**config.mk**
```make
export PLATFORM = sky130hd
export DESIGN_NAME = mem_rr_arbiter
export DESIGN_NICKNAME = d
export VERILOG_FILES = /design/src/rtl/mem_rr_arbiter.sv
export SDC_FILE = /design/constraint.sdc
export NUM_CORES = 1
export LEC_CHECK = 0
export CELL_PAD_IN_SITES_DETAIL_PLACEMENT = 0
export CELL_PAD_IN_SITES_GLOBAL_PLACEMENT = 2
export CORE_UTILIZATION = 28
export CTS_CLUSTER_SIZE = 40
export DETAILED_ROUTE_END_ITERATION = 16
export GPL_TIMING_DRIVEN = 0
export PLACE_DENSITY_LB_ADDON = 0.1
export SYNTH_ARGS = -nofsm -noshare
export SYNTH_HDL_FRONTEND = slang
export SYNTH_SLANG_ARGS = --single-unit
```
**constraint.sdc**
```tcl
create_clock -name clk -period 3.8 [get_ports clk]
set_input_delay 0.76 -clock clk [delete_from_list [all_inputs] [get_ports clk]]
set_output_delay 0.76 -clock clk [all_outputs]
set_load 0.005 [all_outputs]
```
**src/rtl/mem_rr_arbiter.sv**
```systemverilog
// Round-robin arbiter and sequencer sharing one 16x8 memory between two
// requesters. One transaction (read or write) is in flight at a time; the
// winner receives a one-cycle grant, and reads return data with a
// per-requester valid pulse. All outputs are registered.
module mem_rr_arbiter #(
  parameter int ADDR_W = 4,
  parameter int DATA_W = 8,
  parameter int RD_LAT = 1
) (
  input  logic              clk,
  input  logic              rst,
  // requester 0
  input  logic              req0,
  input  logic              wr0,
  input  logic [ADDR_W-1:0] addr0,
  input  logic [DATA_W-1:0] wdata0,
  output logic              gnt0,
  output logic              rvalid0,
  output logic [DATA_W-1:0] rdata0,
  // requester 1
  input  logic              req1,
  input  logic              wr1,
  input  logic [ADDR_W-1:0] addr1,
  input  logic [DATA_W-1:0] wdata1,
  output logic              gnt1,
  output logic              rvalid1,
  output logic [DATA_W-1:0] rdata1,
  // memory side
  output logic              mem_we,
  output logic              mem_re,
  output logic [ADDR_W-1:0] mem_w_add,
  output logic [ADDR_W-1:0] mem_r_add,
  output logic [DATA_W-1:0] mem_data_in,
  input  logic [DATA_W-1:0] mem_data_out,
  // status
  output logic              busy
);

  typedef enum logic [1:0] {
    IDLE    = 2'd0,
    ISSUE   = 2'd1,
    RD_WAIT = 2'd2,
    RD_DONE = 2'd3
  } state_t;

  // Final count value of the read-wait counter (RD_LAT is 1..3).
  localparam logic [1:0] LAST_CNT = 2'(RD_LAT - 1);

  state_t      state;
  logic        prio;       // requester that wins when both request
  logic        win;        // requester owning the current transaction
  logic        lat_wr;     // direction of the current transaction
  logic [1:0]  wait_cnt;   // cycles spent in RD_WAIT

  logic              any_req;
  logic              pick;
  logic              sel_wr;
  logic [ADDR_W-1:0] sel_addr;
  logic [DATA_W-1:0] sel_wdata;

  // Choose the winner from the live requests and mux its transaction fields.
  always_comb begin
    any_req   = req0 | req1;
    pick      = (req0 & req1) ? prio : req1;
    sel_wr    = pick ? wr1    : wr0;
    sel_addr  = pick ? addr1  : addr0;
    sel_wdata = pick ? wdata1 : wdata0;
  end

  // Transaction sequencer: state, arbitration pointer and all registered outputs.
  // The winner's address/data are latched straight into the memory-side
  // registers, which therefore double as the transaction latch.
  always_ff @(posedge clk or negedge rst) begin
    if (!rst) begin
      state       <= IDLE;
      prio        <= 1'b0;
      win         <= 1'b0;
      lat_wr      <= 1'b0;
      wait_cnt    <= 2'd0;
      gnt0        <= 1'b0;
      gnt1        <= 1'b0;
      rvalid0     <= 1'b0;
      rvalid1     <= 1'b0;
      rdata0      <= '0;
      rdata1      <= '0;
      mem_we      <= 1'b0;
      mem_re      <= 1'b0;
      mem_w_add   <= '0;
      mem_r_add   <= '0;
      mem_data_in <= '0;
      busy        <= 1'b0;
    end else begin
      // Pulsed outputs default low every cycle; mem_r_add is held explicitly.
      gnt0        <= 1'b0;
      gnt1        <= 1'b0;
      rvalid0     <= 1'b0;
      rvalid1     <= 1'b0;
      mem_we      <= 1'b0;
      mem_re      <= 1'b0;
      mem_w_add   <= '0;
      mem_data_in <= '0;

      case (state)
        IDLE: begin
          if (any_req) begin
            win    <= pick;
            lat_wr <= sel_wr;
            prio   <= ~pick;
            gnt0   <= ~pick;
            gnt1   <= pick;
            busy   <= 1'b1;
            state  <= ISSUE;
            if (sel_wr) begin
              mem_we      <= 1'b1;
              mem_w_add   <= sel_addr;
              mem_data_in <= sel_wdata;
            end else begin
              mem_re    <= 1'b1;
              mem_r_add <= sel_addr;
            end
          end
        end

        ISSUE: begin
          // The memory samples the strobe on this edge.
          wait_cnt <= 2'd0;
          if (lat_wr) begin
            busy  <= 1'b0;
            state <= IDLE;
          end else begin
            state <= RD_WAIT;
          end
        end

        RD_WAIT: begin
          // Read address stays on the bus until the data has been captured.
          if (wait_cnt == LAST_CNT) begin
            wait_cnt  <= 2'd0;
            mem_r_add <= '0;
            state     <= RD_DONE;
            if (win) begin
              rdata1  <= mem_data_out;
              rvalid1 <= 1'b1;
            end else begin
              rdata0  <= mem_data_out;
              rvalid0 <= 1'b1;
            end
          end else begin
            wait_cnt <= wait_cnt + 2'd1;
          end
        end

        RD_DONE: begin
          // No request sampling here; arbitration resumes from IDLE.
          busy  <= 1'b0;
          state <= IDLE;
        end

        default: begin
          busy  <= 1'b0;
          state <= IDLE;
        end
      endcase
    end
  end

endmodule

```
== After elaboration in Yosys (flattened, before gate mapping) ==
Index checks and enable logic that the tools add are counted.
Storage, ports and cells
  bits in registers: 46
  output and inout port bits: 39
  word-level logic and storage cells: 79
Cells by class
  add/sub/neg operators: 1
  equal/unequal tests: 7
  mux-type cells: 39
  bitwise operators: 4
  reductions and logical operators: 11
Operator list (number)
  $mux 8: 4
  $mux 4: 7
  $mux 1: 20
  $reduce_and 3->1: 3
  $mux 2: 4
  $ne 2x2->1 const B: 4
  $pmux 2 s4: 1
  $pmux 4 s2: 1
  $eq 2x2->1 const B: 2
  $logic_not 2->1: 2
  $pmux 2 s2: 1
  $reduce_and 2->1: 2
  $reduce_and 4->1: 1
  $reduce_bool 2->1: 2
  $pmux 1 s3: 1
  $reduce_bool 3->1: 1
  $add 2x1->2 const B: 1
  $eq 2x1->1 const B: 1
  $not 1->1: 2
  $and 1x1->1: 1
  $or 1x1->1: 1

== Depth between registers and ports, before layout ==
Gate-level depths: netlist (run 1).
  depth after elaboration: 6
  gate-level depth with buffers: 7
  gate-level depth less buffers: 6

== Worst setup path before layout (run 1) ==
No wires, ideal clock.
  path kind: input to register
  start point: in req1
  end point: reg mem_r_add[0]
  library setup time: 0.125 ns
  arrival time: 1.644 ns
  required time: 3.675 ns
  setup slack: 2.032 ns
  stages: 5
  buffers on the path: 1
  path through: buf_6 > nor3b_2 > a21oi_2 > o2111ai_4 > mux2_2
On the way
  longest elaborated chain between the ends: 6
Ends and longest elaborated chain
  from (decl): line 21  | input logic req1,
  $and 1x1->1: line 64  | pick = (req0 & req1) ? prio : req1;
  $mux 1: line 64
  $mux 4: line 66  | sel_addr = pick ? addr1 : addr0;
  $mux 4: line 113  | if (sel_wr) begin
  $mux 4: line 105  | if (any_req) begin
  $pmux 4 s2: line 103  | case (state)
  to (signal assigned): line 119  | mem_r_add <= sel_addr;
  to (decl): line 32  | output logic [ADDR_W-1:0] mem_r_add,
Several ways; a longest one is shown, not always the timed one. The select of a mux whose other input is x is not followed.
A chain may end at the register's enable or synchronous reset.

== Final worst setup path (run 1) ==
  start point: in req0
  end point: reg mem_r_add[2]
On the way
  longest elaborated chain between the ends: 6
Ends and longest elaborated chain
  from (decl): line 13  | input logic req0,
  $and 1x1->1: line 64
  $mux 1: line 64
  $mux 4: line 66
  $mux 4: line 113
  $mux 4: line 105
  $pmux 4 s2: line 103
Several ways; a longest one is shown, not always the timed one. The select of a mux whose other input is x is not followed.

==> summary.txt, run 1 <==
Setup Skew: 0.009705 ns
Syn Area/Cell: 11.24 um2
Post-synth ARST share: 100.0%
share of layout cells above drive strength 1: 14.67%
Pwr Density: 645.6 nW/um2
Final period util: 56.81%
router iterations before antenna repair: 4
final setup margin: 1.641 ns
post-route core utilization: 43.37%
num rows: 30
Die Y: 85.81 um
largest family of logic cells by synthesized area: compound AO/OA/AOI/OAI gates
simple-gate portion of the synthesized area: 12.66%
Post-Syn Nets: 219
Crit Path Category: in -> reg
Worst Path Required: 3.99 ns
Post-Route WL: 4731 um
Comb power frac: 44.2%
1st-iter DRT viols: 33
Via density: 4.318
VDD IR-drop max: 264.2 uV
EDFF count, synth: 0
Post-Syn Instances: 175
Synth Area in Compound Gates: 13.68%
Hold/Removal Path Class: in -> async
CTS max path bufs: 2
routability cong.: 0.7340
commonest non-fill, non-tap cell in the layout: clkdlybuf4s50_1
DP HPWL: 3430 um
sequential fraction of the synthesis area: 58.52%
Post-Synth XOR/XNOR Area: 0%
critical path arrival: 2.35 ns
Final Hold Fails: 0
GR Overflow Total: 0
hold_buf cts: 0
die width: 85.81 um
H-tree depth: 2
Cell variety after synth: 31
mux contribution to synthesized area: 7.443%
CTS tree: built
post-route minimum period: 2.159 ns
initial antenna violation count: 0
Adder-Cell Fraction of Synth Area: 3.817%
Skew-Pair Late Insertion Delay: 0.30 ns
RR Endpoint: rdata0[7]
R2R cell count: 7
Setup crit start kind: input pin
post-synthesis cell area: 1967 um2
CP max FO: 10
antenna diode count: 0
Fmax achieved: 0.4632 GHz
Flop pwr share: 39.3%
post-route cell area: 2947 um2
Slew Limit Fails: 0
Main synth FF type: dfrtp_1
Vias: 1533
worst-margin pin slew: 0.6473 ns
Int Pwr: 1.291 mW
Psw: 0.6110 mW
Total GRT Usage: 13.47%
Setup Viol. Count Final: 0
Max-Cap Viols: 0
core box area: 6794 um2
# port buffers: 75
slowest cell on the critical path: clkdlybuf4s50_1
unrepaired setup endpoints after global routing: no
final setup TNS: 0 ns
critical path capture point type: flop
CTS root buffer: clkbuf_8
placed cell area: 2853 um2
initial core utilization: 28.95%
leak pwr: 1.311 nW
most frequent cells in the layout: clkdlybuf4s50_1, dfrtp_1, nand2_1
vias in the first global route: 1498
Routed WL per cell: 13.33 um
first-pass GRT wire length: 7624 um
Setup WS pre-CTS: 1.316 ns
relative slew slack: 56.39%
P&R area growth vs syn: 49.81%
num ports: 77
synthesis-stage register bit count: 46
total CTS buffers: 5
DRC: 0
Yosys warnings: 0
Clock power frac: 16.5%
antenna-violating nets left: 0
RR Startpoint: state[0]
die area: 7363 um2
CP max stage delay: 0.59 ns
Clock transition at path regs: 0.10 ns
CTS sink cnt: 46
Post-CTS Setup Repair Bufs: 0
switch share: 32.12%
post_cts resized: 0
R2R setup slack: 1.86 ns
largest net degree at the start of global routing: 26
net count of the finished layout: 302
critical path cell sequence: clkdlybuf4s50_1 > nor2b_4 > nor2_4 > o2111ai_4 > mux2_2
status: complete, no violations
-- power groups by stage --
| stage | clock network (mW) | registers, mW | logic (mW) |
|---|---|---|---|
| after global placement | 0 | 0.755 | 0.852 |
| final | 0.313 | 0.748 | 0.841 |
| after floorplan | 0 | 0.766 | 0.401 |
| after detailed placement | 0 | 0.760 | 0.852 |
| after CTS | 0.333 | 0.750 | 0.856 |
| after global routing | 0.348 | 0.771 | 0.924 |
-- through the flow --
step	total power, mW	cells	hold WS [ns]
finish	1.902	355	0.4219
detailed placement	1.613	347	0.4696
global route	2.043	355	0.4491
global placement	1.607	346	0.4577
floorplan	1.167	175	0.4635
CTS	1.938	355	0.4360
-- worst max-delay path by stage --
stage                     cells past startpoint  slack [ns]      endpoint  start
after floorplan                               5        2.03  mem_r_add[0]   req1
after global placement                        1        0.54     rdata1[5]    rst
after detailed placement                      5        1.32  mem_r_add[1]   req0
after CTS                                     5        1.65  mem_r_add[1]   req0
after global routing                          5        1.57  mem_r_add[1]   req0
final                                         5        1.64  mem_r_add[2]   req0
-- worst max-delay path: cells and delay by family --
| family | cells | cell delay, ns |
|---|---|---|
| simple gates | 2 | 0.37 |
| compound gates | 1 | 0.27 |
| mux | 1 | 0.36 |
| buf+inv | 1 | 0.59 |
-- state kept, by name (all words and copies together) (netlist names), named ones only --
signal,count
gnt1,1
mem_re,1
gnt0,1
rvalid0,1
mem_w_add,4
wait_cnt,2
prio,1
rvalid1,1
lat_wr,1
rdata0,8
win,1
busy,1
mem_data_in,8
state,1
mem_r_add,4
mem_we,1
rdata1,8
-- area by class of cell --
class                   instances  area, um2
well taps                      96      120.1
flip-flops and latches         46       1151
fillers                       660       3847
clock inverters                 3      25.02
repair buffers                 76      765.7
multi-input cells             114      739.5
inverters                      11      41.29
clock buffers                   5      68.82
plain buffers                   4      35.03
-- cells by family after synthesis --
family,Yosys count
compound gates,40
buf+inv,15
fa+ha+maj,6
simple gates,55
flops,46
mux,13
-- routing by layer --
| metal | wire, um | share of wire [%] | vias to the layer above | track usage, % |
|---|---|---|---|---|
| li1 | - | - | 757 | - |
| met5 | 0 | 0 | - | 0 |
| met2 | 2205 | 47 | 37 | 21.16 |
| met4 | 60 | 1.3 | 0 | 4.242 |
| met3 | 197 | 4.2 | 6 | 3.369 |
| met1 | 2267 | 48 | 733 | 18.29 |
-- synth_stat cells (2+ instances only) --
| cell | instances | share of area [%] |
|---|---|---|
| o21ai_2 | 2 | 0.89 |
| o21ai_0 | 7 | 1.8 |
| inv_2 | 2 | 0.38 |
| a21oi_1 | 18 | 4.6 |
| dfrtp_1 | 46 | 59 |
| a21o_1 | 2 | 0.76 |
| buf_6 | 2 | 1.1 |
| inv_1 | 8 | 1.5 |
| o211ai_1 | 4 | 1.5 |
| ha_1 | 6 | 3.8 |
| nor2_1 | 2 | 0.38 |
| mux2_2 | 13 | 7.4 |
| nand2_1 | 43 | 8.2 |
| nand3_1 | 3 | 0.76 |
Power figures use the tool's default switching activity.
==> run 2, diff against run 1 <==
CORE_UTILIZATION = 24   (was 28)
clock period = 1.8 ns   (was 3.8 ns; I/O delays follow)
==> run 2 against run 1 <==
Effect of this change:
- worst setup slack worse by 1.5 ns
- final cell count grew 2.5%
- sequential share of layout area decreased by 0.68 points
- critical path depth up 1
- non-clock buffer count is 3 higher
- sequential cell count did not move
- die area grew 16%
- core utilization decreased by 5.0 points
- global-route usage is 1.2 points lower
- power rose by 110%
- clock skew grew 0.0014 ns
- first-iteration DRC count increased by 36%
- critical endpoint is now mem_r_add[1]
- highest routed layer unchanged
==> summary.txt, run 2 (synthesis gave the netlist of run 1 again) <==
num ports: 77 (unchanged)
hold endpoint: mem_w_add[0]
antenna diode count: 0 (unchanged)
biggest regs: mem_data_in: 8 flops, rdata0: 8 flops, rdata1: 8 flops
CTS sink cnt: 46 (unchanged)
Slew Limit Fails: 0 (unchanged)
initial core utilization: 25.19% (-3.8 points)
R2R setup slack: 0.11 ns (-1.75 ns)
Skew-Pair Late Insertion Delay: 0.30 ns (about the same)
Psw: 1.312 mW (+110%)
CTS root buffer: clkbuf_8
Crit Path Category: reg -> reg
Routed WL per cell: 13.56 um (+1.7%)
num rows: 32 (+6.7%)
hold_sp: req1
final setup margin: 0.1119 ns (-1.529 ns)
Int Pwr: 2.757 mW (+110%)
commonest non-fill, non-tap cell in the layout: clkdlybuf4s50_1
CTS max path bufs: 2 (unchanged)
slowest cell on the critical path: dfrtp_1
# port buffers: 75 (unchanged)
Post-Route WL: 4935 um (+4.3%)
core box area: 7807 um2 (+15%)
Clock transition at path regs: 0.09 ns (about the same)
CTS tree: built
router iterations before antenna repair: 4 (unchanged)
critical path arrival: 1.87 ns (-0.48 ns)
status: complete, no violations
Worst Hold Path Cells: 3
Setup Skew: 0.01108 ns (+0.001379 ns)
Final period util: 93.78%
die area: 8562 um2 (+16%)
share of layout cells above drive strength 1: 16.41% (+1.7 points)
WHS: 0.4020 ns (-0.01988 ns)
Setup Viol. Count Final: 0 (unchanged)
total CTS buffers: 5 (unchanged)
Fmax achieved: 0.5924 GHz
largest net degree at the start of global routing: 31 (+19%)
unrepaired setup endpoints after global routing: no
switch share: 32.25% (+0.12 points)
final setup TNS: 0 ns (unchanged)
Hold/Removal Path Class: in -> reg
first-pass GRT wire length: 7990 um (+4.8%)
vias in the first global route: 1537 (+2.6%)
post-route cell area: 2999 um2 (+1.8%)
Die Y: 92.53 um (+7.8%)
1st-iter DRT viols: 45 (+36%)
DP HPWL: 3665 um (+6.9%)
critical path cell sequence: inv_1 > ha_2 > nor3b_4 > a21oi_2 > o2111ai_4 > mux2_2
Vias: 1533 (unchanged)
Setup WS pre-CTS: -0.2891 ns (-1.605 ns)
Via density: 4.212 (-2.5%)
Flop pwr share: 38.9% (-0.4 points)
post-route minimum period: 1.688 ns
CP max stage delay: 0.42 ns (-0.17 ns)
leak pwr: 1.328 nW (+1.4%)
Total GRT Usage: 12.26% (-1.2 points)
CP max FO: 6 (-4)
antenna-violating nets left: 0 (unchanged)
initial antenna violation count: 0 (unchanged)
VDD IR-drop max: 463.7 uV (+76%)
routability cong.: 0.7041 (-4.1%)
critical path capture point type: flop
die width: 92.53 um (+7.8%)
net count of the finished layout: 305 (+0.99%)
Final Hold Fails: 0 (unchanged)
Worst Path Required: 1.99 ns (-2.00 ns)
placed cell area: 2860 um2 (+0.26%)
Clock power frac: 16.4% (about the same)
R2R cell count: 6 (-1)
relative slew slack: 59.29% (+2.9 points)
total power: 4.069 mW (+110%)
Comb power frac: 44.7% (+0.5 points)
P&R area growth vs syn: 52.48%
DRC: 0 (unchanged)
RR Endpoint: mem_r_add[1]
GR Overflow Total: 0 (unchanged)
H-tree depth: 2 (unchanged)
Setup crit start kind: flop
Max-Cap Viols: 0 (unchanged)
Pwr Density: 1357 nW/um2 (+110%)
worst-margin pin slew: 0.6043 ns (-0.04300 ns)
most frequent cells in the layout: clkdlybuf4s50_1, dfrtp_1, nand2_1
RR Startpoint: state[0]
## run 2: worst max path at each step
| stage | start | slack, ns | to | cells after the start |
|---|---|---|---|---|
| 2_1_floorplan | state[0] | 0.18 | mem_r_add[0] | 6 |
| 3_3_place_gp | rst | -1.09 | rdata1[5] | 1 |
| 3_5_place_dp | req0 | -0.29 | mem_r_add[2] | 5 |
| 4_1_cts | state[0] | 0.01 | mem_r_add[2] | 6 |
| 5_1_grt | state[0] | 0.01 | mem_r_add[1] | 6 |
| 6_report | state[0] | 0.11 | mem_r_add[1] | 6 |
## run 2: final cells by class
class                      instances  area [um2]
multi-input combinational        114       760.7
clock inverter                     3       23.77
inverter                          11       42.54
buffer                             4       35.03
timing repair buffer              79       789.5
fill                             786        4808
tap                              102       127.6
clock buffer                       5       68.82
sequential                        46        1151
## run 2: critical path, delay by kind of cell, from the launching register on
kind	cells	cell delay [ns]
muxes	1	0.31
DFF	1	0.42
and+or+nand+nor	1	0.16
AOI/OAI and AO/OA	2	0.38
adders and majority gates	1	0.23
buffers and inverters	1	0.09
## run 2: stage by stage
step	util (%)	cells
3_5_place_dp	36.63	353
5_1_grt	38.41	364
2_1_floorplan	-	175
3_3_place_gp	36.44	352
4_1_cts	38.19	363
6_report	38.41	364
## run 2: per-layer routing
metal  GRT usage (%)  routed length, um
met1           16.55               2438
met2           19.07               2227
met3           2.956                239
met4           4.297                 30
met5               0                  0
## run 2: power by group through the flow
stage,clock [mW],combinational (mW),sequential (mW)
global placement,0,1.80,1.60
global route,0.742,2.02,1.63
finish,0.667,1.82,1.58
CTS,0.704,1.84,1.59
floorplan,0,0.846,1.62
detailed placement,0,1.81,1.61
## run 2: timing repair
item	in CTS	in global routing
buffers inserted	1	1
resized for setup	4	2
endpoints found under the setup margin	21	6
pin swaps	1	0
hold buffers	1	0
endpoints found under the hold margin	9	0
==> run 3, diff against run 2 <==
CTS_CLUSTER_DIAMETER = 30   (was unset)
HOLD_SLACK_MARGIN = 0.02   (was unset)
==> results of run 3 <==
Final layout, timing and power as in run 2 (identical DEF).
